--- config.mk ---
export PLATFORM = sky130hd
export DESIGN_NAME = debounce_bank
export DESIGN_NICKNAME = d
export VERILOG_FILES = /design/src/rtl/debounce_pkg.sv /design/src/rtl/debounce_chan.sv /design/src/rtl/debounce_bank.sv
export SDC_FILE = /design/constraint.sdc
export NUM_CORES = 1
export LEC_CHECK = 0
export BUFFER_PORTS_ARGS = -buffer_cell sky130_fd_sc_hd__buf_2
export CORE_MARGIN = 3
export CORE_UTILIZATION = 36
export DETAILED_ROUTE_END_ITERATION = 6
export GPL_TIMING_DRIVEN = 0
export PLACE_DENSITY = 0.58
export SLEW_MARGIN = 20
export SYNTH_ARGS = -nofsm -noshare
export SYNTH_HDL_FRONTEND = slang
export SYNTH_SLANG_ARGS = --single-unit
--- constraint.sdc ---
create_clock -name clk -period 2.3 [get_ports clk]
set_input_delay 0.46 -clock clk [delete_from_list [all_inputs] [get_ports clk]]
set_output_delay 0.46 -clock clk [all_outputs]
set_load 0.005 [all_outputs]
--- src/rtl/debounce_pkg.sv ---
// Shared defaults and the counter-width helper for the debounce bank.
// DEBOUNCE_AUTOREPEAT_EN adds the auto-repeat defaults.
package debounce_pkg;

  localparam int DEFAULT_NUM_CH     = 4;
  localparam int DEFAULT_STABLE_CNT = 8192;

`ifdef DEBOUNCE_AUTOREPEAT_EN
  localparam int DEFAULT_REPEAT_DELAY = 25_000_000;
  localparam int DEFAULT_REPEAT_RATE  = 5_000_000;
`endif

  // Never returns less than 1 so that tiny counts still get a real register.
  function automatic int cnt_width(input int n);
    return (n <= 2) ? 1 : $clog2(n);
  endfunction

  function automatic int max_int(input int a, input int b);
    return (a > b) ? a : b;
  endfunction

endpackage

--- src/rtl/debounce_chan.sv ---
// One debounce channel: 2-flop synchroniser, stability counter, level and
// pulse registers. DEBOUNCE_AUTOREPEAT_EN adds a held-press repeat counter.
module debounce_chan
  import debounce_pkg::*;
#(
  parameter int   STABLE_CNT = DEFAULT_STABLE_CNT,
  parameter int   CNT_W      = cnt_width(STABLE_CNT),
  parameter logic IDLE_LEVEL = 1'b0
`ifdef DEBOUNCE_AUTOREPEAT_EN
  ,
  parameter int   REPEAT_DELAY = DEFAULT_REPEAT_DELAY,
  parameter int   REPEAT_RATE  = DEFAULT_REPEAT_RATE
`endif
) (
  input  logic clk,
  input  logic rst,
  input  logic btn,
  output logic level,
  output logic press_pulse,
  output logic release_pulse
);

  localparam logic [CNT_W-1:0] CNT_LAST = CNT_W'(STABLE_CNT - 1);

  logic             sync_meta;
  logic             sync_q;
  logic             cand;
  logic [CNT_W-1:0] count;
  logic             accept;
  logic             rpt_fire;

  // A new level is taken only once the candidate has survived the full window.
  assign accept = (sync_q == cand) && (count == CNT_LAST) && (level != cand);

  always_ff @(posedge clk or posedge rst) begin
    if (rst) begin
      sync_meta     <= IDLE_LEVEL;
      sync_q        <= IDLE_LEVEL;
      cand          <= IDLE_LEVEL;
      count         <= '0;
      level         <= IDLE_LEVEL;
      press_pulse   <= 1'b0;
      release_pulse <= 1'b0;
    end else begin
      sync_meta <= btn;
      sync_q    <= sync_meta;
      if (sync_q != cand) begin
        cand  <= sync_q;
        count <= '0;
      end else if (count != CNT_LAST) begin
        count <= count + CNT_W'(1);
      end
      if (accept) begin
        level <= cand;
      end
      press_pulse   <= (accept && (cand != IDLE_LEVEL)) || rpt_fire;
      release_pulse <= accept && (cand == IDLE_LEVEL);
    end
  end

`ifdef DEBOUNCE_AUTOREPEAT_EN
  localparam int RPT_W = cnt_width(max_int(REPEAT_DELAY, REPEAT_RATE));
  localparam logic [RPT_W-1:0] DELAY_LAST = RPT_W'(REPEAT_DELAY - 1);
  localparam logic [RPT_W-1:0] RATE_LAST  = RPT_W'(REPEAT_RATE - 1);

  logic [RPT_W-1:0] rpt_cnt;
  logic             rpt_phase;
  logic [RPT_W-1:0] rpt_last;

  assign rpt_last = rpt_phase ? RATE_LAST : DELAY_LAST;
  // Suppressed on the release edge so a repeat never lands on release_pulse.
  assign rpt_fire = (level != IDLE_LEVEL) && !accept && (rpt_cnt == rpt_last);

  always_ff @(posedge clk or posedge rst) begin
    if (rst) begin
      rpt_cnt   <= '0;
      rpt_phase <= 1'b0;
    end else if ((level == IDLE_LEVEL) || accept) begin
      rpt_cnt   <= '0;
      rpt_phase <= 1'b0;
    end else if (rpt_fire) begin
      rpt_cnt   <= '0;
      rpt_phase <= 1'b1;
    end else begin
      rpt_cnt <= rpt_cnt + RPT_W'(1);
    end
  end
`else
  assign rpt_fire = 1'b0;
`endif

endmodule

--- src/rtl/debounce_bank.sv ---
// NUM_CH independent debounce channels with clean levels and press/release
// pulses. Define DEBOUNCE_AUTOREPEAT_EN to add auto-repeat on held presses.
module debounce_bank
  import debounce_pkg::*;
#(
  parameter int   NUM_CH     = DEFAULT_NUM_CH,
  parameter int   STABLE_CNT = DEFAULT_STABLE_CNT,
  parameter int   CNT_W      = cnt_width(STABLE_CNT),
  parameter logic IDLE_LEVEL = 1'b0
`ifdef DEBOUNCE_AUTOREPEAT_EN
  ,
  parameter int   REPEAT_DELAY = DEFAULT_REPEAT_DELAY,
  parameter int   REPEAT_RATE  = DEFAULT_REPEAT_RATE
`endif
) (
  input  logic              clk,
  input  logic              rst,
  input  logic [NUM_CH-1:0] btn_in,
  output logic [NUM_CH-1:0] level_out,
  output logic [NUM_CH-1:0] press_pulse,
  output logic [NUM_CH-1:0] release_pulse
);

  for (genvar i = 0; i < NUM_CH; i++) begin : g_chan
    debounce_chan #(
      .STABLE_CNT   (STABLE_CNT),
      .CNT_W        (CNT_W),
      .IDLE_LEVEL   (IDLE_LEVEL)
`ifdef DEBOUNCE_AUTOREPEAT_EN
      ,
      .REPEAT_DELAY (REPEAT_DELAY),
      .REPEAT_RATE  (REPEAT_RATE)
`endif
    ) u_chan (
      .clk           (clk),
      .rst           (rst),
      .btn           (btn_in[i]),
      .level         (level_out[i]),
      .press_pulse   (press_pulse[i]),
      .release_pulse (release_pulse[i])
    );
  end

endmodule

==> reports/metrics.csv, run 1 <==
stage,metric,value,unit
outcome,status,completed,
clock_tree,clk root buf,clkbuf_8,
logic_synthesis,"Cell Area, Synth",3520,um^2
drt,Routed WL per cell,12.5,um
logic_synthesis,Cells after Synth,347,
place,GPL Wtd Cong,0.771,
critical_path,Max Fanout on Critical Path,10,
critical_path,WP data arrival,2.21,ns
final_layout,Seq. cell area,1900,um^2
clock_tree,post_cts resized,0,
place,post-DP HPWL,4.49,mm
floorplan,Starting Density,37.6,%
floorplan,die width,105,um
floorplan,total I/O pin count,18,
clock_tree,cts hold-fix bufs,0,
sta,Slew HR,46.7,%
power,P_sw,0.628,mW
sta,Setup-failing EPs final,0,
power,Leakage,1.74,nW
global_route,first-pass GRT wire length,11.3,mm
logic_synthesis,post-synth cell types,39,
drt,final WL,6.39,mm
logic_synthesis,"Seq/Total Area, Yosys",54.0,%
floorplan,die area,11000,um^2
power,Internal Pwr Total,2.05,mW
clock_tree,H-tree levels,3,
global_route,largest net degree at the start of global routing,33,
critical_path,crit end category,flop,
logic_synthesis,Synth Net Count,357,
sta,RSZ-0062 raised after global routing,no,
drt,DR vias/cell,5.03,
drt,via count,2572,
logic_synthesis,synthesis warning total,0,
floorplan,core footprint,9370,um^2
power,PD cells,665,nW/um^2
logic_synthesis,register bit total from synthesis,76,
sta,max-slew violations,0,
global_route,All-Layer GR Usage,12.4,%
final_layout,post-layout util,43.0,%
clock_tree,post-CTS setup buffer count,0,
global_route,number of global-route vias before repair,2495,
clock_tree,clk sinks,76,
sta,fin crit share,85.2,%
power,Max VDD drop,0.347,mV
final_layout,Total Nets Final,387,
logic_synthesis,Post-synth EDFFs,0,
sta,Final Hold Viols,0,
sta,worst-margin pin slew,0.797,ns
final_layout,area of the multi-input gates,1450,um^2
place,Port Buffers,17,
clock_tree,Inserted Clock Buffers,9,
floorplan,row count,35,
final_layout,Fillers,950,
final_layout,layout cells sized above 1,14.1,%
power,switching part of the total,23.4,%
critical_path,Critical Path RT,2.55,ns
drt,DRC viols,0,
run,Max Cap Viol,0,
final_layout,diode count,0,
sta,Max Clk Rate,0.511,GHz
power,clock power share,41.0,%
hold_path,hold crit path type,in2async,
clock_tree,clock latency on the worst-skew pair,0.34,ns
global_route,initial antenna violation count,0,
drt,number of DRC markers in iteration 0,75,
clock_tree,"CTS clk-pin slew, worst paths",0.08,ns
logic_synthesis,post-synthesis area per instance,10.1,um^2
power,sequential share of power,53.1,%
power,Logic pwr share,5.9,%
critical_path,critical path type,reg2reg,
clock_tree,worst-case clock buffer depth,2,
logic_synthesis,Synth Flop Type,dfrtp_1,
final_layout,Area Overhead vs Synth,14.6,%
sta,Setup TNS,0,ns
critical_path,Setup crit start kind,flop,
floorplan,Die Height,105,um
drt,Pre-Repair DR Iteration Count,4,
sta,Setup Skew,0.00999,ns
sta,Tmin final,1.96,ns
clock_tree,CTS tree,done,
logic_synthesis,asr flop ratio synth,100,%
global_route,Congestion Overflow GR,0,
drt,ANT nets after route,0,
-- path summary, 6_finish.rpt --
check                                      startpoint                          to  slack [ns]  cells past startpoint
max                             g_chan[2].u_chan.cand   g_chan[2].u_chan.count[2]        0.34                      5
min                                               rst     g_chan[0].u_chan.sync_q        0.19                      2
max reg2reg                     g_chan[2].u_chan.cand   g_chan[2].u_chan.count[2]        0.34                      5
min reg2reg                g_chan[3].u_chan.sync_meta     g_chan[3].u_chan.sync_q        0.35                      0
max in group asynchronous                         rst   g_chan[2].u_chan.count[2]        1.54                      3
min in group clk                            btn_in[1]  g_chan[1].u_chan.sync_meta        0.22                      1
-- cells in the final DEF, fill, tap and decap left out, types with 13 or more instances in the layout --
master   netlist  final
a21oi_1       20     20
buf_2          1     18
dfrtp_1       76     76
nand2_1       26     26
nand3_1       14     14
nand4_1       17     17
nor2_1        30     30
nor3_1        13     13
o21ai_0       28     28
xnor2_1       17     17
-- cell families (layout without fill, tap and decap cells) --
kind of cell	after synthesis	after routing	synth area share, %
flops	76	76	54.0
xor+xnor	27	27	6.72
fa+ha+maj	4	4	1.42
simple gates	136	136	20.4
buf+inv	31	66	4.83
mux	6	6	1.74
compound gates	67	67	10.8
-- Yosys cell counts (9+ instances only) --
master     n  area [um^2]
dfrtp_1   76         1900
nor2_1    30          113
o21ai_0   28          140
nand2_1   26         97.6
a21oi_1   20          100
nand4_1   17          106
xnor2_1   17          149
nand3_1   14         70.1
nor3_1    13         65.1
buf_4     12         90.1
xor2_1    10         87.6
clkbuf_1   9         33.8
-- registers in the layout, summed over array words and instances, names as in the netlist --
signal,flops
g_chan.u_chan.count,52
g_chan.u_chan.release_pulse,4
g_chan.u_chan.cand,4
g_chan.u_chan.press_pulse,4
g_chan.u_chan.level,4
g_chan.u_chan.sync_meta,4
g_chan.u_chan.sync_q,4
-- power by group through the flow --
stage / Clock, mW / Combinational (mW) / Sequential, mW
final: 1.10 / 0.157 / 1.42
after global routing: 1.19 / 0.185 / 1.43
after CTS: 1.15 / 0.163 / 1.42
after detailed placement: 0 / 0.163 / 1.45
after global placement: 0 / 0.149 / 1.45
after floorplan: 0 / 0.115 / 1.44
-- critical path: stages (launching register included) --
cell,delay [ns]
dfrtp_1,0.44
xor2_1,0.19
clkbuf_1,0.22
nor4_1,0.71
o21ai_0,0.19
o21ai_0,0.12
-- final cells by class --
class	instances	share of cell area (%)
multi-input cells	240	35.9
flip-flops and latches	76	47.2
clock inverters	6	2.17
clock buffers	10	3.16
repair buffers	19	3.29
inverters	8	0.838
plain buffers	23	3.48
well taps	129	4.00
-- through the flow --
step / instance area (um^2) / setup WS [ns] / total power [mW] / hold slack, ns / std cells
after floorplan: 3520 / 0.597 / 1.56 / 0.331 / 347
after global placement: 3770 / 0.351 / 1.60 / 0.334 / 493
after detailed placement: 3820 / 0.377 / 1.61 / 0.336 / 495
after CTS: 4030 / 0.356 / 2.74 / 0.202 / 511
after global routing: 4030 / 0.166 / 2.81 / 0.199 / 511
final: 4030 / 0.341 / 2.68 / 0.192 / 511
-- per-layer routing --
metal	GRT usage, %	wire [um]	part of all wire, %
met2	19.1	2840	44
met4	4.12	78	1.2
met5	0	0	0
met1	16.7	3240	51
met3	3.58	227	3.6
Note: power is estimated with default switching activity, not from simulation.
==> run 2, diff against run 1 <==
--- a/config.mk
+++ b/config.mk
@@ -11,6 +11,7 @@
 export DETAILED_ROUTE_END_ITERATION = 6
 export GPL_TIMING_DRIVEN = 0
 export PLACE_DENSITY = 0.58
+export SETUP_SLACK_MARGIN = 0.4
 export SLEW_MARGIN = 20
 export SYNTH_ARGS = -nofsm -noshare
 export SYNTH_HDL_FRONTEND = slang
==> run 2 against run 1 <==
Non-clock buffer count rose by 6. Sequential share of layout area fell by 0.73 points. Sequential cell count unchanged. Global-route usage hardly changed. Worst setup slack gained 0.15 ns. Combinational power rose by 12%. Design area increased by 1.6%. Core utilization up 0.68 points. Via count up 0.54%. Clock skew is essentially flat. Critical path type unchanged. Largest power group unchanged.
==> reports/metrics.csv, run 2 (synthesized netlist as in run 1, its figures left out) <==
stage,metric,value,unit,change
sta,Setup TNS,0,ns,unchanged
drt,ANT nets after route,0,,unchanged
final_layout,"commonest non-fill, non-tap cell in the layout",dfrtp_1,,
floorplan,total I/O pin count,18,,unchanged
critical_path,critical path type,reg2reg,,
final_layout,largest register by flop count,g_chan.u_chan.count,,
floorplan,Die Height,105,um,unchanged
place,Port Buffers,17,,unchanged
final_layout,"commonest cells after routing, fill and taps aside","dfrtp_1 (76), nor2_1 (30), o21ai_0 (28)",,
final_layout,layout cells sized above 1,16.8,%,+2.6 points
critical_path,Max Fanout on Critical Path,8,,-2
critical_path,Critical Path RT,2.57,ns,+0.02 ns
drt,Routed WL per cell,12.4,um,-0.48%
drt,final WL,6.43,mm,+0.69%
final_layout,max FFs per register,52,,unchanged
final_layout,Area Overhead vs Synth,16.4,%,
clock_tree,clk sinks,76,,unchanged
global_route,All-Layer GR Usage,12.4,%,+0.026 points
global_route,initial antenna violation count,0,,unchanged
sta,RSZ-0062 raised after global routing,no,,
run,Max Cap Viol,0,,unchanged
floorplan,core footprint,9370,um^2,unchanged
final_layout,Total Nets Final,393,,+1.6%
power,Leakage,1.76,nW,+1.5%
sta,fin crit share,78.5,%,-6.6 points
clock_tree,clk root buf,clkbuf_8,,
sta,Final Hold Viols,0,,unchanged
final_layout,post-layout util,43.7,%,+0.68 points
outcome,status,completed,,
clock_tree,worst-case clock buffer depth,2,,unchanged
place,GPL Wtd Cong,0.771,,unchanged
clock_tree,clock latency on the worst-skew pair,0.34,ns,about the same
power,PD cells,658,nW/um^2,-1.1%
drt,DRC viols,0,,unchanged
clock_tree,"CTS clk-pin slew, worst paths",0.08,ns,about the same
sta,worst-margin pin slew,0.838,ns,+0.0414 ns
sta,Tmin final,1.81,ns,-0.152 ns
clock_tree,Inserted Clock Buffers,9,,unchanged
final_layout,diode count,0,,unchanged
place,placed cell count,495,,unchanged
sta,Max Clk Rate,0.554,GHz,+8.4%
floorplan,die area,11000,um^2,unchanged
critical_path,crit end category,flop,,
drt,via count,2586,,+0.54%
sta,Setup-failing EPs final,0,,unchanged
place,placed inst area,3820,um^2,unchanged
floorplan,row count,35,,unchanged
floorplan,Starting Density,37.6,%,unchanged
global_route,number of global-route vias before repair,2499,,+0.16%
floorplan,die width,105,um,unchanged
global_route,largest net degree at the start of global routing,33,,unchanged
critical_path,Crit. Startpoint,g_chan[1].u_chan.count[0],,
sta,Slew HR,43.9,%,-2.8 points
sta,Hold Slack,0.194,ns,+0.00234 ns
sta,Setup Skew,0.00996,ns,-0.0000262 ns
drt,number of DRC markers in iteration 0,73,,-2.7%
global_route,first-pass GRT wire length,11.4,mm,+0.25%
critical_path,WP data arrival,2.07,ns,-0.14 ns
clock_tree,CTS tree,done,,
place,post-DP HPWL,4.49,mm,unchanged
sta,max-slew violations,0,,unchanged
critical_path,Setup crit start kind,flop,,
final_layout,design area,4100,um^2,+1.6%
hold_path,hold crit path type,in2async,,
clock_tree,H-tree levels,3,,unchanged
power,Max VDD drop,0.347,mV,about the same
critical_path,reg2reg path depth,6,,+1
critical_path,FF-to-FF Start,g_chan[1].u_chan.count[0],,
final_layout,"Cell Count, Final, Fillers Out",517,,+1.2%
global_route,Congestion Overflow GR,0,,unchanged
drt,Pre-Repair DR Iteration Count,4,,unchanged
critical_path,Crit Reg-Reg Endpoint,g_chan[1].u_chan.count[4],,
drt,DR vias/cell,5.00,,-0.62%
critical_path,Worst R2R Setup Slack,0.49,ns,+0.15 ns
run 2: cell count changes in the layout (fill, tap and decap cells not counted):
cell,previous run,this run
ha_2,0,2
ha_1,4,2
clkbuf_1,10,9
nor4_1,4,2
clkbuf_2,0,1
buf_4,12,18
nor4_2,0,2
run 2: cell type report:
type / instances / area [um^2]
fill: 942 / 5280
clock inverter: 6 / 87.6
multi-input combinational: 240 / 1470
buffer: 23 / 141
timing repair buffer: 25 / 178
sequential: 76 / 1900
inverter: 8 / 33.8
tap: 129 / 161
clock buffer: 10 / 128
run 2: metrics by stage:
step	power (mW)	setup WS [ns]
2_1_floorplan	1.56	0.597
3_3_place_gp	1.60	0.351
3_5_place_dp	1.61	0.377
4_1_cts	2.74	0.410
5_1_grt	2.83	0.393
6_report	2.69	0.493
run 2: worst max-delay path, cell delays in order (launching register included):
cell     delay, ns
dfrtp_1       0.38
ha_2          0.22
nand4_1       0.16
or4_1         0.48
buf_2         0.19
nand4_1       0.12
mux2i_1       0.18
run 2: repair_timing:
action,4_1_cts,5_1_grt
hold buffers,0,0
setup buffers,0,6
pin swaps,0,1
cloned,0,0
endpoints found under the setup margin,2,18
resized for setup,1,5
run 2: where the power goes:
group,switching (mW),internal (mW)
sequential,0.0417,1.38
combinational,0.104,0.0714
clock,0.484,0.614
run 2: how the worst max path moves through the flow:
stage / cells after the start / endpoint / slack (ns)
global route: 6 / g_chan[3].u_chan.level / 0.39
detailed placement: 5 / g_chan[2].u_chan.count[3] / 0.38
finish: 6 / g_chan[1].u_chan.count[4] / 0.49
floorplan: 6 / g_chan[1].u_chan.count[4] / 0.60
CTS: 6 / g_chan[1].u_chan.count[4] / 0.41
global placement: 5 / g_chan[2].u_chan.count[3] / 0.35
run 2: routing by layer:
metal | track usage, % | share of wire, % | vias up
met3 | 3.58 | 3.4 | 5
li1 | - | - | 1311
met1 | 16.8 | 51 | 1236
met2 | 19.1 | 45 | 34
met5 | 0 | 0 | -
met4 | 4.12 | 1.2 | 0
